$ cat src/rtl/fb_pkg.sv
// Shared FREEDM bus nibble-link definitions: line symbols, CRC-8 constants and the TX framer state type.
package fb_pkg;

  localparam logic [3:0] FB_PREAMBLE = 4'h5;
  localparam logic [3:0] FB_SFD      = 4'hD;
  localparam logic [7:0] FB_CRC_INIT = 8'hFF;
  localparam logic [7:0] FB_CRC_POLY = 8'hA7;

  typedef enum logic [2:0] {
    IDLE,
    PRE,
    SFD,
    D_HI,
    D_LO,
    C_HI,
    C_LO,
    IFG
  } tx_state_t;

  // One nibble through the CRC, Data[3] first, MSB-first shift register.
  function automatic logic [7:0] fb_crc8_nibble(input logic [7:0] crc, input logic [3:0] data);
    logic [7:0] c;
    c = crc;
    for (int i = 3; i >= 0; i--) begin
      if (c[7] ^ data[i]) c = {c[6:0], 1'b0} ^ FB_CRC_POLY;
      else                c = {c[6:0], 1'b0};
    end
    return c;
  endfunction

endpackage

$ cat src/rtl/fb_tx_crc8.sv
// Registered CRC-8 (poly 0xA7, init 0xFF), one nibble per enabled cycle; Initialize wins over Enable.
// Crc reflects all nibbles enabled up to the previous clock edge; no backpressure.
module fb_tx_crc8
  import fb_pkg::*;
(
  input  logic       Clk,
  input  logic       Reset,
  input  logic [3:0] Data,
  input  logic       Enable,
  input  logic       Initialize,
  output logic [7:0] Crc
);

  always_ff @(posedge Clk or posedge Reset) begin
    if (Reset)           Crc <= FB_CRC_INIT;
    else if (Initialize) Crc <= FB_CRC_INIT;
    else if (Enable)     Crc <= fb_crc8_nibble(Crc, Data);
  end

endmodule

$ cat src/rtl/fb_tx_framer.sv
// Nibble-link TX framer: preamble, SFD, payload, ~CRC-8, then forced IFG; first nibble 1 cycle after TxValid, 1 byte per 2 cycles.
// TxReady only in SFD/D_LO; a starved source aborts the frame with a corrupted CRC. FB_TX_PAD_EN pads short frames with 8'h00.
module fb_tx_framer
  import fb_pkg::*;
#(
  parameter int PREAMBLE_NIBBLES = 7,
  parameter int IFG_CYCLES       = 12
`ifdef FB_TX_PAD_EN
  , parameter int MIN_PAYLOAD    = 4
`endif
) (
  input  logic       Clk,
  input  logic       Reset,
  input  logic [7:0] TxData,
  input  logic       TxValid,
  input  logic       TxLast,
  output logic       TxReady,
  output logic [3:0] TxNibble,
  output logic       TxEn,
  output logic       TxBusy,
  output logic       TxDone,
  output logic       TxUnderrun
);

  localparam logic [7:0] PRE_LAST = 8'(PREAMBLE_NIBBLES - 1);
  localparam logic [7:0] IFG_LAST = 8'(IFG_CYCLES - 1);

  tx_state_t  state, state_nxt;
  logic [7:0] cyc_cnt;
  logic [7:0] byte_r;
  logic       last_r;
  logic       und_r;
  logic       pad_r;
  logic       hs;
  logic       crc_en, crc_init;
  logic [7:0] crc;
  logic [7:0] crc_tx;

  assign hs     = TxValid & TxReady;
  assign crc_tx = ~crc ^ {7'd0, und_r};

  fb_tx_crc8 u_crc (
    .Clk        (Clk),
    .Reset      (Reset),
    .Data       (TxNibble),
    .Enable     (crc_en),
    .Initialize (crc_init),
    .Crc        (crc)
  );

  always_ff @(posedge Clk or posedge Reset) begin
    if (Reset) state <= IDLE;
    else       state <= state_nxt;
  end

  always_comb begin
    state_nxt  = state;
    TxNibble   = 4'h0;
    TxEn       = 1'b0;
    TxBusy     = (state != IDLE);
    TxReady    = 1'b0;
    TxDone     = 1'b0;
    TxUnderrun = 1'b0;
    crc_en     = 1'b0;
    crc_init   = 1'b0;
    case (state)
      IDLE: begin
        if (TxValid) state_nxt = PRE;
      end
      PRE: begin
        TxEn     = 1'b1;
        TxNibble = FB_PREAMBLE;
        if (cyc_cnt == PRE_LAST) state_nxt = SFD;
      end
      SFD: begin
        // A source that has already dropped valid is treated as starved.
        TxEn     = 1'b1;
        TxNibble = FB_SFD;
        TxReady  = 1'b1;
        crc_init = 1'b1;
        if (TxValid) begin
          state_nxt = D_HI;
        end else begin
          TxUnderrun = 1'b1;
          state_nxt  = C_HI;
        end
      end
      D_HI: begin
        TxEn      = 1'b1;
        TxNibble  = byte_r[7:4];
        crc_en    = 1'b1;
        state_nxt = D_LO;
      end
      D_LO: begin
        TxEn     = 1'b1;
        TxNibble = byte_r[3:0];
        crc_en   = 1'b1;
        TxReady  = !last_r && !pad_r;
        if (last_r) begin
          state_nxt = C_HI;
        end else if (pad_r || TxValid) begin
          state_nxt = D_HI;
        end else begin
          TxUnderrun = 1'b1;
          state_nxt  = C_HI;
        end
      end
      C_HI: begin
        TxEn      = 1'b1;
        TxNibble  = crc_tx[7:4];
        state_nxt = C_LO;
      end
      C_LO: begin
        TxEn      = 1'b1;
        TxNibble  = crc_tx[3:0];
        TxDone    = 1'b1;
        state_nxt = IFG;
      end
      IFG: begin
        // Skipping IDLE here lets a waiting source start right after the last gap cycle.
        if (cyc_cnt == IFG_LAST) state_nxt = TxValid ? PRE : IDLE;
      end
      default: state_nxt = IDLE;
    endcase
  end

`ifdef FB_TX_PAD_EN
  localparam logic [7:0] MIN_LEN = 8'(MIN_PAYLOAD);
  logic [7:0] pay_cnt;
  logic [7:0] pay_inc;

  assign pay_inc = (pay_cnt == 8'hFF) ? pay_cnt : pay_cnt + 8'd1;
`else
  assign pad_r = 1'b0;
`endif

  always_ff @(posedge Clk or posedge Reset) begin
    if (Reset) begin
      cyc_cnt <= 8'd0;
      byte_r  <= 8'd0;
      last_r  <= 1'b0;
      und_r   <= 1'b0;
`ifdef FB_TX_PAD_EN
      pad_r   <= 1'b0;
      pay_cnt <= 8'd0;
`endif
    end else begin
      cyc_cnt <= (state != state_nxt) ? 8'd0 : cyc_cnt + 8'd1;
      if (state == PRE) begin
        last_r <= 1'b0;
        und_r  <= 1'b0;
`ifdef FB_TX_PAD_EN
        pad_r   <= 1'b0;
        pay_cnt <= 8'd0;
`endif
      end
      if (TxUnderrun) und_r <= 1'b1;
`ifdef FB_TX_PAD_EN
      if (hs) begin
        byte_r  <= TxData;
        pay_cnt <= pay_inc;
        if (TxLast && (pay_inc < MIN_LEN)) begin
          pad_r  <= 1'b1;
          last_r <= 1'b0;
        end else begin
          last_r <= TxLast;
        end
      end else if (state == D_LO && pad_r && !last_r) begin
        byte_r  <= 8'h00;
        pay_cnt <= pay_inc;
        last_r  <= (pay_inc >= MIN_LEN);
      end
`else
      if (hs) begin
        byte_r <= TxData;
        last_r <= TxLast;
      end
`endif
    end
  end

endmodule
$ cat config.mk
export PLATFORM = sky130hd
export DESIGN_NAME = fb_tx_framer
export DESIGN_NICKNAME = d
export VERILOG_FILES = /design/src/rtl/fb_pkg.sv /design/src/rtl/fb_tx_crc8.sv /design/src/rtl/fb_tx_framer.sv
export SDC_FILE = /design/constraint.sdc
export NUM_CORES = 1
export LEC_CHECK = 0
export ABC_AREA = 1
export BUFFER_PORTS_ARGS = -buffer_cell sky130_fd_sc_hd__buf_2
export CAP_MARGIN = 40
export CORE_MARGIN = 1.5
export CORE_UTILIZATION = 50
export CTS_CLUSTER_DIAMETER = 60
export DETAILED_ROUTE_END_ITERATION = 10
export PLACE_DENSITY = 0.77
export SETUP_SLACK_MARGIN = 0.1
export SLEW_MARGIN = 30
export SYNTH_ARGS = -nofsm -noshare
export SYNTH_HDL_FRONTEND = slang
export SYNTH_SLANG_ARGS = --single-unit
export TNS_END_PERCENT = 50
$ cat constraint.sdc
create_clock -name Clk -period 1.9 [get_ports Clk]
set_clock_uncertainty 0.2 [all_clocks]
set_input_delay 0.38 -clock Clk [delete_from_list [all_inputs] [get_ports Clk]]
set_output_delay 0.38 -clock Clk [all_outputs]
set_load 0.01 [all_outputs]
==> out/results.ini <==
[placement]
gp_congestion = 0.835
portBuffers = 20
dp_hpwl_um = 3580

[sta]
period_needed_ps = 2290
slew_headroom_pct = 66.5
max_clock_freq_mhz = 437
hold_violations = 0
fin_setup_tns_ps = -10220
grt_setup_unrepaired = yes
fin_ws_ps = -386
tightest_slew_ps = 501
holdWs_ps = 85.5
period_share_pct = 120
setup_violations = 35
drv_slew = 0

[synth]
ys.flop_type = dfrtp_1
synth-edff-count = 0
ys_types = 35
yosys_warnings = 0
ys_ff_latch = 29
syn_area_mm2 = 0.00194
synthArstFlopShare_pct = 100
syn_nets = 276
yosysSeqAreaShare_pct = 38.0
postSynthCellCount = 262
syn_area_per_cell_um2 = 7.39

[hold_path]
hp-class = primary input to flip-flop

[worst_setup_path]
arrival_ps = 1710
crit_type = flip-flop to output pin
worstSetupStartpointType = flip-flop
cp_max_fo = 9
cp-end-kind = output pin
worstPathRequired_ps = 1320

[status]
failed_checks = setup timing
status = finished, violations left

[finish]
drive_gt1_share_pct = 52.7
fillers = 225
final_util_pct = 82.0
syn_to_final_growth_pct = 56.2
n_antenna_cell = 0
fin_nets = 360

[clock_network]
worstSkewPairLatency_ps = 290
cts_root_buffer = clkbuf_8
cts_tree = built
cts_num_sinks = 29
htreeDepth = 2
clock_path_buffers = 2
cts_buffers = 5
clk_pin_slew_worst_paths_ps = 70

[grt]
antenna_found_initial = 0
grt_pass1_vias = 2169
grt_overflow = 0
grtUsageTotal_pct = 29.2
grt_max_degree = 30
grt_first_pass_wirelength_um = 9440

[drt]
wl_um = 6710
routed_via_density = 5.63
first_iter_violations = 168
firstDrtPassIters = 5
drc = 0
ant_nets = 0
wire_per_inst_um = 17.0
via_count = 2224

[die]
ios = 21
die-area_mm2 = 0.00425
placementRows = 22
die_w_um = 65.2
coreArea_mm2 = 0.00369
die_y_um = 65.2
start_util_pct = 52.5

[flow_run]
cap_viol_max_count = 0

[logic make-up after synthesis]
family | Yosys count | share of synthesized area, %
compound gates | 23 | 7.31
xor+xnor | 5 | 2.26
fa+ha+maj | 2 | 1.29
buf+inv | 50 | 10.3
flops | 29 | 38.0
simple gates | 153 | 40.9
[layout by cell type (no fill, tap or decap), types with 3 or more instances in the layout]
master    instances
buf_4            51
nand2_1          41
inv_1            35
nand3_1          20
dfrtp_1          19
buf_2            15
nand3_2          14
nand2_4          12
nor2_1           12
buf_6            12
nor2_2           11
nand2_2          11
dfstp_2           8
nor2_4            7
inv_2             7
o21ai_0           7
clkbuf_8          6
nand4_1           5
nor3_1            4
nand3_4           4
inv_4             3
nand2_8           3
o21ai_4           3
o22ai_1           3
[sequential cells by signal, indices dropped and copies added (netlist names)]
signal and cells:
byte_r 8, cyc_cnt 8, last_r 1, state 3, u_crc.Crc 8, und_r 1
[final timing paths]
check | from | to | slack, ps | cells after the start
worst max-delay path | state[0] | TxUnderrun | -390 | 8
max in group asynchronous | Reset | u_crc.Crc[7] | 630 | 4
worst max register to register | state[0] | state[1] | -360 | 11
worst min-delay path | TxData[0] | byte_r[0] | 90 | 3
min in group asynchronous | Reset | cyc_cnt[6] | 550 | 4
worst min register to register | byte_r[6] | byte_r[6] | 280 | 2
[critical path, cell delays in order, from the launching register on]
cell	delay [ps]
dfrtp_1	400
buf_12	160
nor2_4	190
nand2_4	110
o21ai_4	170
inv_2	70
buf_6	120
nor2_2	60
buf_2	130
[per-layer routing]
layer	wire, um	global-route usage (%)
met1	2560	34.4
met2	3480	50.0
met3	393	6.68
met4	281	14.1
met5	0	0
[synth_stat cells, types with 2 or more instances]
| cell | count | area [um2] |
|---|---|---|
| nor4_1 | 2 | 12.5 |
| nor2_2 | 5 | 31.3 |
| nand3b_1 | 2 | 15.0 |
| nand2_1 | 51 | 191 |
| dfstp_2 | 8 | 210 |
| nor2_1 | 22 | 82.6 |
| nor2_4 | 3 | 33.8 |
| buf_4 | 2 | 15.0 |
| ha_1 | 2 | 25.0 |
| nand4_1 | 5 | 31.3 |
| xnor2_1 | 2 | 17.5 |
| nor3_1 | 5 | 25.0 |
| nand2_2 | 13 | 81.3 |
| o21ai_0 | 9 | 45.0 |
| a21oi_1 | 2 | 10.0 |
| nand3_2 | 5 | 50.1 |
| o21ai_2 | 3 | 26.3 |
| inv_2 | 6 | 22.5 |
| nand3_1 | 32 | 160 |
| o22ai_1 | 3 | 18.8 |
| nand2_4 | 3 | 33.8 |
| inv_1 | 40 | 150 |
| or2_2 | 2 | 12.5 |
| xor2_1 | 3 | 26.3 |
| dfrtp_1 | 21 | 526 |
| o21ai_1 | 2 | 10.0 |
[per-stage QoR]
stage                     setup slack, ps  instance area (um2)  instances
final                                -386                 3020        395
after global routing                 -468                 3020        395
after CTS                            -305                 2790        391
after detailed placement             -232                 2530        376
after global placement               -182                 2530        376
after floorplan                     -35.8                 2010        262
[timing repair]
| action | in CTS | in global routing |
|---|---|---|
| endpoints found under the setup margin | 36 | 36 |
| gates resized for setup | 29 | 44 |
| hold buffers | 1 | 0 |
| pin swaps | 5 | 13 |
| endpoints found under the hold margin | 21 | 0 |
| setup buffers | 6 | 4 |
[cell type report]
type / count / area, um2 / share of cell area [%]
Inverter: 47 / 194 / 6.42
Clock buffer: 6 / 82.6 / 2.73
Clock inverter: 2 / 13.8 / 0.455
Sequential cell: 29 / 738 / 24.4
Tap cell: 48 / 60.1 / 1.99
Multi-Input combinational cell: 183 / 1310 / 43.4
Timing Repair Buffer: 80 / 623 / 20.6
Power is left out: the tool's default activity adds up to more than one toggle a clock period on the data nets, which glitch-free logic cannot reach.
